**config.mk**
```make
export PLATFORM = sky130hd
export DESIGN_NAME = mem_port_arbiter
export DESIGN_NICKNAME = d
export VERILOG_FILES = /design/src/rtl/mem_port_arbiter.sv
export SDC_FILE = /design/constraint.sdc
export NUM_CORES = 1
export LEC_CHECK = 0
export ABC_AREA = 1
export CAP_MARGIN = 20
export CORE_ASPECT_RATIO = 1.2
export CORE_UTILIZATION = 45
export DETAILED_ROUTE_END_ITERATION = 10
export PLACE_DENSITY_LB_ADDON = 0.08
export SLEW_MARGIN = 20
export SYNTH_ARGS = -nofsm -noshare
export SYNTH_HDL_FRONTEND = slang
export SYNTH_SLANG_ARGS = --single-unit
```
**constraint.sdc**
```tcl
create_clock -name clk -period 2.4 [get_ports clk]
set_input_delay 0.24 -clock clk [delete_from_list [all_inputs] [get_ports clk]]
set_output_delay 0.24 -clock clk [all_outputs]
set_load 0.02 [all_outputs]
```
**src/rtl/mem_port_arbiter.sv**
```systemverilog
// Arbiter for the single shared memory port: instruction fetch vs. s2 load/store.
// Data wins by default; fetch is forced ahead after STARVE_LIMIT consecutive data grants.
module mem_port_arbiter #(
  parameter int STARVE_LIMIT = 4,
  parameter int CNT_W        = 3
) (
  input  logic              clk,
  input  logic              rst_n,
  input  logic              clk_enable,
  input  logic              fetch_req,
  input  logic [29:0]       fetch_addr,
  input  logic              fetch_flush,
  output logic              fetch_grant,
  output logic              fetch_valid,
  output logic [31:0]       fetch_data,
  input  logic              data_req,
  input  logic              data_we,
  input  logic [29:0]       data_addr,
  input  logic [31:0]       data_wdata,
  input  logic [3:0]        data_wmask,
  output logic              data_grant,
  output logic              data_valid,
  output logic [31:0]       data_rdata,
  output logic              port_busy,
  output logic              mem_req,
  output logic              mem_we,
  output logic [29:0]       mem_addr,
  output logic [31:0]       mem_wdata,
  output logic [3:0]        mem_wmask,
  input  logic              mem_ack,
  input  logic [31:0]       mem_rdata,
  output logic [1:0]        dbg_state,
  output logic [CNT_W-1:0]  dbg_starve_cnt
);

  typedef enum logic [1:0] {
    ST_IDLE  = 2'd0,
    ST_FETCH = 2'd1,
    ST_DATA  = 2'd2
  } state_t;

  localparam logic [CNT_W-1:0] STARVE_MAX = CNT_W'(STARVE_LIMIT);

  // Handshake: *_req is a level held by the requester until its *_valid pulse;
  // *_grant pulses when the request is latched onto the port; mem_req is held
  // with stable fields until mem_ack is sampled on an enabled edge.

  state_t           state_q;
  logic [CNT_W-1:0] starve_cnt_q;
  logic             flush_pending_q;
  logic             fetch_grant_q, fetch_valid_q, data_grant_q, data_valid_q;
  logic [31:0]      fetch_data_q, data_rdata_q;
  logic             port_busy_q, mem_req_q, mem_we_q;
  logic [29:0]      mem_addr_q;
  logic [31:0]      mem_wdata_q;
  logic [3:0]       mem_wmask_q;

  logic fetch_live;
  logic force_fetch;

  // A fetch request raised together with a flush is already cancelled.
  assign fetch_live  = fetch_req & ~fetch_flush;
  assign force_fetch = (STARVE_LIMIT != 0) && (starve_cnt_q == STARVE_MAX);

  always_ff @(posedge clk or negedge rst_n) begin
    if (!rst_n) begin
      state_q         <= ST_IDLE;
      starve_cnt_q    <= '0;
      flush_pending_q <= 1'b0;
      fetch_grant_q   <= 1'b0;
      fetch_valid_q   <= 1'b0;
      fetch_data_q    <= '0;
      data_grant_q    <= 1'b0;
      data_valid_q    <= 1'b0;
      data_rdata_q    <= '0;
      port_busy_q     <= 1'b0;
      mem_req_q       <= 1'b0;
      mem_we_q        <= 1'b0;
      mem_addr_q      <= '0;
      mem_wdata_q     <= '0;
      mem_wmask_q     <= '0;
    end else if (clk_enable) begin
      fetch_grant_q <= 1'b0;
      fetch_valid_q <= 1'b0;
      data_grant_q  <= 1'b0;
      data_valid_q  <= 1'b0;
      case (state_q)
        ST_IDLE: begin
          if (data_req && !(fetch_live && force_fetch)) begin
            state_q      <= ST_DATA;
            data_grant_q <= 1'b1;
            port_busy_q  <= 1'b1;
            mem_req_q    <= 1'b1;
            mem_we_q     <= data_we;
            mem_addr_q   <= data_addr;
            mem_wdata_q  <= data_wdata;
            mem_wmask_q  <= data_we ? data_wmask : 4'b0000;
            if (!fetch_live)
              starve_cnt_q <= '0;
            else if (starve_cnt_q != STARVE_MAX)
              starve_cnt_q <= starve_cnt_q + CNT_W'(1);
          end else if (fetch_live) begin
            state_q         <= ST_FETCH;
            fetch_grant_q   <= 1'b1;
            port_busy_q     <= 1'b1;
            mem_req_q       <= 1'b1;
            mem_we_q        <= 1'b0;
            mem_addr_q      <= fetch_addr;
            mem_wdata_q     <= '0;
            mem_wmask_q     <= 4'b0000;
            starve_cnt_q    <= '0;
            flush_pending_q <= 1'b0;
          end else begin
            starve_cnt_q <= '0;
          end
        end
        ST_FETCH: begin
          if (mem_ack) begin
            state_q         <= ST_IDLE;
            port_busy_q     <= 1'b0;
            mem_req_q       <= 1'b0;
            fetch_valid_q   <= ~(flush_pending_q | fetch_flush);
            fetch_data_q    <= mem_rdata;
            flush_pending_q <= 1'b0;
          end else if (fetch_flush) begin
            flush_pending_q <= 1'b1;
          end
        end
        ST_DATA: begin
          if (mem_ack) begin
            state_q      <= ST_IDLE;
            port_busy_q  <= 1'b0;
            mem_req_q    <= 1'b0;
            data_valid_q <= 1'b1;
            data_rdata_q <= mem_we_q ? 32'h0 : mem_rdata;
          end
        end
        default: begin
          state_q     <= ST_IDLE;
          port_busy_q <= 1'b0;
          mem_req_q   <= 1'b0;
        end
      endcase
    end
  end

  assign fetch_grant    = fetch_grant_q;
  assign fetch_valid    = fetch_valid_q;
  assign fetch_data     = fetch_data_q;
  assign data_grant     = data_grant_q;
  assign data_valid     = data_valid_q;
  assign data_rdata     = data_rdata_q;
  assign port_busy      = port_busy_q;
  assign mem_req        = mem_req_q;
  assign mem_we         = mem_we_q;
  assign mem_addr       = mem_addr_q;
  assign mem_wdata      = mem_wdata_q;
  assign mem_wmask      = mem_wmask_q;
  assign dbg_state      = state_q;
  assign dbg_starve_cnt = starve_cnt_q;

endmodule
```
Word-level counts from Yosys, hierarchy flattened
Index checks and enable logic that the tools add are counted.
Widths: inputs -> output; s select.
{"block": "op_classes", "add_sub_neg": 1, "n_mul": 0, "div_mod_pow": 0, "n_lt_le_gt_ge": 0, "n_eq_ne": 10, "shift": 0, "n_mux": 34, "n_bitwise": 4, "n_reduce_logical": 13}
{"op": "$mux 32", "count": 3}
{"op": "$mux 30", "count": 2}
{"op": "$mux 1", "count": 17}
{"op": "$reduce_and 3->1", "count": 5}
{"op": "$mux 4", "count": 3}
{"op": "$mux 3", "count": 3}
{"op": "$ne 3x3->1 const B", "count": 3}
{"op": "$mux 2", "count": 3}
{"op": "$reduce_and 5->1", "count": 1}
{"op": "$ne 2x2->1 const B", "count": 2}
{"op": "$pmux 1 s2", "count": 2}
{"op": "$pmux 2 s2", "count": 1}
{"op": "$reduce_bool 2->1", "count": 2}
{"op": "$add 3x1->3 const B", "count": 1}
{"op": "$eq 3x3->1 const B", "count": 1}
{"op": "$ne 3x2->1 const B", "count": 1}
{"op": "$eq 2x1->1 const B", "count": 1}
{"op": "$eq 2x2->1 const B", "count": 1}
{"op": "$logic_and 1x1->1", "count": 2}
{"op": "$logic_not 2->1", "count": 1}
{"op": "$ne 2x1->1 const B", "count": 1}
{"op": "$not 1->1", "count": 2}
{"op": "$reduce_or 2->1", "count": 1}
{"op": "$and 1x1->1", "count": 1}
{"op": "other kinds (2)", "count": 2}
{"block": "totals", "register_bits": 142, "latchBits": 0, "ram_bits": 0, "rom_bits": 0, "in_bits": 136, "output_inout_bits": 142, "word_cells": 76, "n_memories": 0}

Logic depth before layout (Yosys ltp)
Gate-level depths: netlist of run 1.
{"block": "depth", "ltp_word": 7, "ltp_mapped": 10, "mapped_depth_nobuf": 9}

Worst setup path before layout of run 1
No wires, ideal clock.
{"block": "synth_timing", "path_type": "register -> register", "from": "register state_q[0], in the netlist dbg_state[0]", "to": "register mem_addr_q[0], in the netlist mem_addr[0]", "setup_ps": 117, "arrival_time_ps": 1455, "t_required_ps": 2283, "setup_slack_ps": 827, "stages_incl_launch_ff": 10, "n_path_buf": 1, "synth_period_minus_slack_ps": 1573, "cell_sequence": "dfrtp_1 inv_1 ha_1 nand2_2 clkinv_2 nand2_4 inv_1 buf_2 nand3_1 nand2_1"}
{"block": "synth_between", "elab_chain_len": 2}
{"element": "start: declaration", "line_no": "48", "source": "state_t state_q;"}
{"element": "start signal: assignment", "line_no": "67", "source": "state_q <= ST_IDLE;"}
{"element": "start signal: assignment", "line_no": "90", "source": "state_q <= ST_DATA;"}
{"element": "start signal: assignment", "line_no": "103", "source": "state_q <= ST_FETCH;"}
{"element": "$logic_not 2->1", "line_no": "87", "source": "case (state_q)"}
{"element": "$reduce_and 3->1 (no source line)"}
{"element": "end signal: assignment", "line_no": "95", "source": "mem_addr_q <= data_addr;"}
{"element": "end signal: assignment", "line_no": "108", "source": "mem_addr_q <= fetch_addr;"}
{"element": "end: declaration", "line_no": "54", "source": "logic [29:0] mem_addr_q;"}
No other way between the ends.
A chain may end at the register's enable or synchronous reset.

Final worst setup path of run 1
{"block": "layout_timing", "from": "register state_q[0], in the netlist dbg_state[0]", "to": "register mem_wmask_q[0], in the netlist mem_wmask[0]"}
{"block": "layout_between", "elab_chain_len": 2}
{"element": "$logic_not 2->1", "line_no": "87"}
{"element": "$reduce_and 3->1 (no source line)"}
{"element": "end signal: assignment", "line_no": "97", "source": "mem_wmask_q <= data_we ? data_wmask : 4'b0000;"}
{"element": "end: declaration", "line_no": "56", "source": "logic [3:0] mem_wmask_q;"}
No other way between the ends.

==> results of run 1 <==
[per-layer routing]
layer | GRT usage, % | wire length (µm)
met1 | 29.3 | 6940
met5 | 0 | 0
met2 | 44.4 | 9140
met4 | 10.4 | 359
met3 | 6.75 | 1350
[synth_stat cells, drive strengths merged]
| master | instances |
|---|---|
| o22ai | 2 |
| ha | 5 |
| buf | 30 |
| nand2 | 282 |
| nand4 | 1 |
| o32ai | 1 |
| o21ai | 40 |
| xnor2 | 1 |
| a21boi | 1 |
| nand3b | 30 |
| clkinv | 1 |
| nor2 | 5 |
| nand3 | 39 |
| clkbuf | 13 |
| dfrtp | 142 |
| inv | 79 |
| o31ai | 32 |
[where the power goes]
part           switching (µW)  internal [µW]
combinational            2980           2620
clock                    1040           1380
sequential                638           3480
[through the flow]
stage | instance area (µm²) | hold WS [ps]
after floorplan | 6210 | -55.6
after global placement | 9060 | 404
after detailed placement | 9060 | 408
after CTS | 9620 | 343
after global routing | 9620 | 361
final | 9620 | 359
[worst max path at each step]
stage / from / to / slack (ps)
after detailed placement: clk_enable / mem_wmask[0]$_DFFE_PN0P_ / 170
final: dbg_state[0]$_DFFE_PN0P_ / mem_wmask[0]$_DFFE_PN0P_ / 430
after global placement: clk_enable / mem_wmask[0]$_DFFE_PN0P_ / 280
after CTS: dbg_state[0]$_DFFE_PN0P_ / mem_wmask[0]$_DFFE_PN0P_ / 380
after global routing: dbg_state[0]$_DFFE_PN0P_ / mem_wmask[1]$_DFFE_PN0P_ / 220
after floorplan: dbg_state[0]$_DFFE_PN0P_ / mem_addr[0]$_DFFE_PN0P_ / 830
[state kept, by name (all words and copies together) (netlist names), 2 cells and up]
register	flops
dbg_state	2
fetch_data	32
data_rdata	32
mem_wdata	32
mem_wmask	4
mem_addr	30
dbg_starve_cnt	3
[cell families after synthesis]
group           count (synthesis)  synth area share (%)
compound gates                 76                  7.55
xor+xnor                        1                 0.141
simple gates                  357                  25.2
buf+inv                       123                  8.94
fa+ha+maj                       5                  1.01
flops                         142                  57.2
[worst reg2reg max path, stage by stage, from the launching register on]
cell	delay, ps
dfrtp_1	410
inv_1	100
ha_1	260
nand2_2	110
clkinv_2	100
nand2_4	190
nor2_8	510
nand3_1	150
nand2_1	80
[cell type report]
type / count / area [µm²] / share of cell area [%]
multi-input combinational: 439 / 2110 / 22.0
clock buffer: 20 / 457 / 4.75
timing repair buffer: 288 / 2900 / 30.1
sequential: 142 / 3550 / 36.9
inverter: 80 / 302 / 3.13
tap: 168 / 210 / 2.18
clock inverter: 12 / 88.8 / 0.923
==> impl_metrics.json, run 1 <==
{
  "cts_hold_buffers": 1,
  "worst_pin_slew_ps": 771,
  "grt_pass1_vias": 5660,
  "drc_errors": 0,
  "worstHoldStart": "data_wdata[27]",
  "drive_gt1_share_pct": 6.22,
  "fin_setup_tns_ps": 0,
  "r2r_cells": 8,
  "fmax_mhz": 508,
  "clock-root-buffer": "clkbuf_16",
  "antenna_cells": 0,
  "fillerInstances": 1038,
  "die_area_mm2": 0.0143,
  "cp_top_family": "simple AND/OR/NAND/NOR gates",
  "seq_area_frac_synth_pct": 57.2,
  "cts_buffer_depth": 2,
  "yosys.cell_types.count": 24,
  "synth_fp_nets": 845,
  "clk_latency_ps": 410,
  "rows": 46,
  "fp.dieW_um": 109,
  "place_ws_ps": 172,
  "cp-start-kind": "flip-flop",
  "finalWirelength_mm": 17.8,
  "die_h_um": 131,
  "rsz0062_at_grt": "false",
  "fin_crit_sh_pct": 82.0,
  "max_stage_delay_ps": 510,
  "reg2reg_slack_ps": 430,
  "area_growth_pct": 54.9,
  "antenna_found_initial": 0,
  "path_clk_slew_ps": 60,
  "yosys.area.top_type": "dfrtp_1",
  "portBuffers": 277,
  "htreeDepth": 4,
  "hold_end": "mem_wdata[27]$_DFFE_PN0P_",
  "critPathRequiredTime_ps": 2760,
  "p_per_area_mw_per_mm2": 1260,
  "power_uw": 12100,
  "instances_no_fill": 1149,
  "hold-path-cell-count": 3,
  "r2r-start": "dbg_state[0]$_DFFE_PN0P_",
  "grtUsageTotal_pct": 25.3,
  "clock-skew-final_ps": 13.5,
  "start_util_pct": 46.5,
  "numCtsBuffers": 17,
  "r2r-end": "mem_wmask[0]$_DFFE_PN0P_",
  "synthTopCellsByArea": "dfrtp_1 (57%), nand2_1 (16%), inv_1 (4.8%), o31ai_1 (3.9%), nand3b_1 (3.6%)",
  "post-route-util_pct": 72.0,
  "crit_chain": "inv_1, ha_1, nand2_2, clkinv_2, nand2_4, nor2_8, nand3_1, nand2_1",
  "vias_per_cell": 4.93,
  "hp-class": "input pin to flip-flop",
  "synthesis.area_mm2": 0.00621,
  "cp-end-kind": "flip-flop",
  "most-common-layout-cells": "clkdlybuf4s50_1 (276), nand2_1 (268), dfrtp_1 (142), inv_1 (79), o21ai_0 (40)",
  "crit_path_max_fanout": 37,
  "core_area_mm2": 0.0134,
  "syn_area_per_cell_um2": 8.82,
  "slew_headroom_pct": 48.6,
  "leakage_uw": 0.00468,
  "overflow": 0,
  "cp_num_cells": 8,
  "grt_pass1_wl_mm": 27.6,
  "layout.nets": 1109,
  "cts_sinks": 142,
  "synthCells": 704,
  "ant_nets": 0,
  "cts_resized": 0,
  "cts_tree": "yes",
  "worstPathArrival_ps": 2320,
  "synth_warnings": 0,
  "ir_drop_mv": 0.721,
  "status": "finished, final reports clean",
  "post_cts_buffers": 0,
  "gp_congestion": 0.763,
  "synth_top_area_share_pct": 57.2,
  "crit_slowest_cell": "nor2_8",
  "layout_commonest_cell": "clkdlybuf4s50_1",
  "ys_seq_elements": 142,
  "io_pins": 278,
  "grt_start_max_net_pins": 143,
  "routedWlPerCell_um": 15.5,
  "setup_viol": 0,
  "place_hpwl_mm": 12.5,
  "hold_viol_final": 0,
  "drv_slew": 0,
  "path_buf_inv": 2,
  "drtPass1Iterations": 4,
  "finalCriticalPeriod_ps": 1970,
  "crit_type": "flip-flop to flip-flop",
  "place_inst": 1116,
  "drv_cap": 0,
  "vias": 5661,
  "drt_iter0_drc": 300,
  "worst_slack_ps": 432
}
No activity file was read; power rests on OpenSTA's default activity.
==> inputs of run 2 (changes only) <==
--- a/config.mk
+++ b/config.mk
@@ -8,7 +8,7 @@
 export ABC_AREA = 1
 export CAP_MARGIN = 20
 export CORE_ASPECT_RATIO = 1.2
-export CORE_UTILIZATION = 45
+export CORE_UTILIZATION = 38
 export DETAILED_ROUTE_END_ITERATION = 10
 export PLACE_DENSITY_LB_ADDON = 0.08
 export SLEW_MARGIN = 20
==> constraint.sdc (replaced) <==
create_clock -name clk -period 1.7 [get_ports clk]
set_input_delay 0.17 -clock clk [delete_from_list [all_inputs] [get_ports clk]]
set_output_delay 0.17 -clock clk [all_outputs]
set_load 0.02 [all_outputs]
==> run 2 against run 1 <==
Against the previous run:
- non-clock buffer count grew 19
- clock skew shrank 3.1 ps
- clock power is 76% higher
- sequential power up 40%
- critical path type is now flip-flop to output pin
- design area increased by 4.6%
- power rose by 49%
- critical path depth fell by 7
- wire length decreased by 0.69%
- utilization fell by 8.2 points
==> impl_metrics.json, run 2 (synthesis gave the netlist of run 1 again) <==
{
  "p_per_area_mw_per_mm2": 1790,
  "grt_pass1_vias": 5523,
  "hp-class": "input pin to async pin",
  "cts_buffer_depth": 2,
  "gp_congestion": 0.793,
  "htreeDepth": 4,
  "fin_setup_tns_ps": 0,
  "antenna_found_initial": 0,
  "leakage_uw": 0.00490,
  "cts_sinks": 142,
  "ir_drop_mv": 0.794,
  "overflow": 0,
  "multi_input_area_mm2": 0.00213,
  "path_buf_inv": 1,
  "clock-skew-final_ps": 10.4,
  "critPathRequiredTime_ps": 1530,
  "grtUsageTotal_pct": 21.3,
  "grt_pass1_wl_mm": 28.0,
  "drv_cap": 0,
  "rsz0062_at_grt": "false",
  "area_growth_pct": 62.0,
  "crit_chain": "clkdlybuf4s50_1",
  "crit_path_max_fanout": 3,
  "vias": 5548,
  "met2_usage_pct": 36.1,
  "layout.nets": 1128,
  "fp.dieW_um": 119,
  "finalWirelength_mm": 17.7,
  "setup_viol": 0,
  "busiest_layer": "met2",
  "drv_slew": 0,
  "fin_crit_sh_pct": 95.2,
  "clock-root-buffer": "clkbuf_16",
  "fmax_mhz": 618,
  "max_stage_delay_ps": 660,
  "die_h_um": 142,
  "cp-start-kind": "flip-flop",
  "worst_pin_slew_ps": 446,
  "drc_errors": 0,
  "core_area_mm2": 0.0158,
  "grt_start_max_net_pins": 49,
  "hold_viol_final": 0,
  "clk_latency_ps": 420,
  "place_hpwl_mm": 12.4,
  "worst_slack_ps": 81.1,
  "path_clk_slew_ps": 60,
  "vias_per_cell": 4.60,
  "drtPass1Iterations": 4,
  "cp-end-kind": "output pin",
  "numCtsBuffers": 17,
  "drt_iter0_drc": 296,
  "layout_commonest_cell": "clkdlybuf4s50_1",
  "grt_use_met3_pct": 6.41,
  "place_ws_ps": 60.1,
  "slew_headroom_pct": 70.3,
  "io_pins": 278,
  "antenna_cells": 0,
  "cp_top_family": "buffers and inverters",
  "seqCellArea_mm2": 0.00355,
  "ant_nets": 0,
  "crit_type": "flip-flop to output pin",
  "status": "finished, final reports clean",
  "most-common-layout-cells": "clkdlybuf4s50_1 (274), nand2_1 (268), dfrtp_1 (142), inv_1 (79), o21ai_0 (40)",
  "rows": 50,
  "routedWlPerCell_um": 14.6,
  "worstPathArrival_ps": 1450,
  "crit_slowest_cell": "clkdlybuf4s50_1",
  "fillerInstances": 1373,
  "cts_tree": "yes",
  "grtUsageMet1_pct": 25.5,
  "drive_gt1_share_pct": 7.92,
  "finalCriticalPeriod_ps": 1620,
  "start_util_pct": 39.4,
  "die_area_mm2": 0.0169,
  "portBuffers": 277
}
## run 2: worst register-to-register path, stage by stage, from the launching register on
cell	delay, ps
dfrtp_1	380
inv_1	70
ha_1	180
nand2_1	80
inv_1	50
nand2_2	100
buf_4	220
nand3_1	170
nand3_1	130
nand2_1	50
## run 2: final timing paths
check / start / end / slack (ps) / depth (start not counted)
worst min register to register: data_rdata[23]$_DFFE_PN0P_ / data_rdata[23]$_DFFE_PN0P_ / 470 / 2
min in group clk: data_wdata[31] / mem_wdata[31]$_DFFE_PN0P_ / 280 / 3
worst max-delay path: dbg_starve_cnt[1]$_DFFE_PN0P_ / dbg_starve_cnt[1] / 80 / 1
max in group asynchronous: rst_n / fetch_data[6]$_DFFE_PN0P_ / 810 / 3
worst min-delay path: rst_n / data_rdata[16]$_DFFE_PN0P_ / 260 / 2
worst max register to register: dbg_starve_cnt[1]$_DFFE_PN0P_ / flush_pending_q$_DFFE_PN0P_ / 160 / 9
## run 2: report_power, final
| group | total (µW) | internal [µW] | switching [µW] |
|---|---|---|---|
| registers | 5750 | 4920 | 836 |
| logic | 8040 | 3830 | 4220 |
| clock network | 4250 | 2850 | 1390 |
## run 2: what timing repair did
item | in CTS | in global routing
setup buffers | 0 | 1
hold buffers | 1 | 0
pin swaps | 0 | 1
endpoints found under the hold margin | 40 | 0
setup endpoints to repair | 1 | 50
gates cloned | 0 | 1
gates resized for setup | 1 | 4
## run 2: metal layers
metal	share of wire, %	vias to the layer above
met5	0	-
met4	1.7	0
met3	7.1	21
met2	49	198
met1	42	2562
li1	-	2767
## run 2: cell type report
type                    count  area share, %
repair buffers            307           31.2
clock inverters            10           2.09
multi-input cells         439           21.1
flip-flops and latches    142           35.3
well taps                 208           2.59
clock buffers              20           4.64
inverters                  80           3.01
## run 2: stage by stage
step | total power, µW | hold slack (ps) | utilization, % | std cells | area (µm²)
floorplan | 9610 | -126 | - | 704 | 6210
global placement | 13800 | 134 | 59.2 | 1173 | 9330
detailed placement | 13900 | 136 | 59.2 | 1173 | 9330
CTS | 18200 | 247 | 63.5 | 1204 | 10000
global route | 19100 | 281 | 63.8 | 1206 | 10100
finish | 18000 | 257 | 63.8 | 1206 | 10100
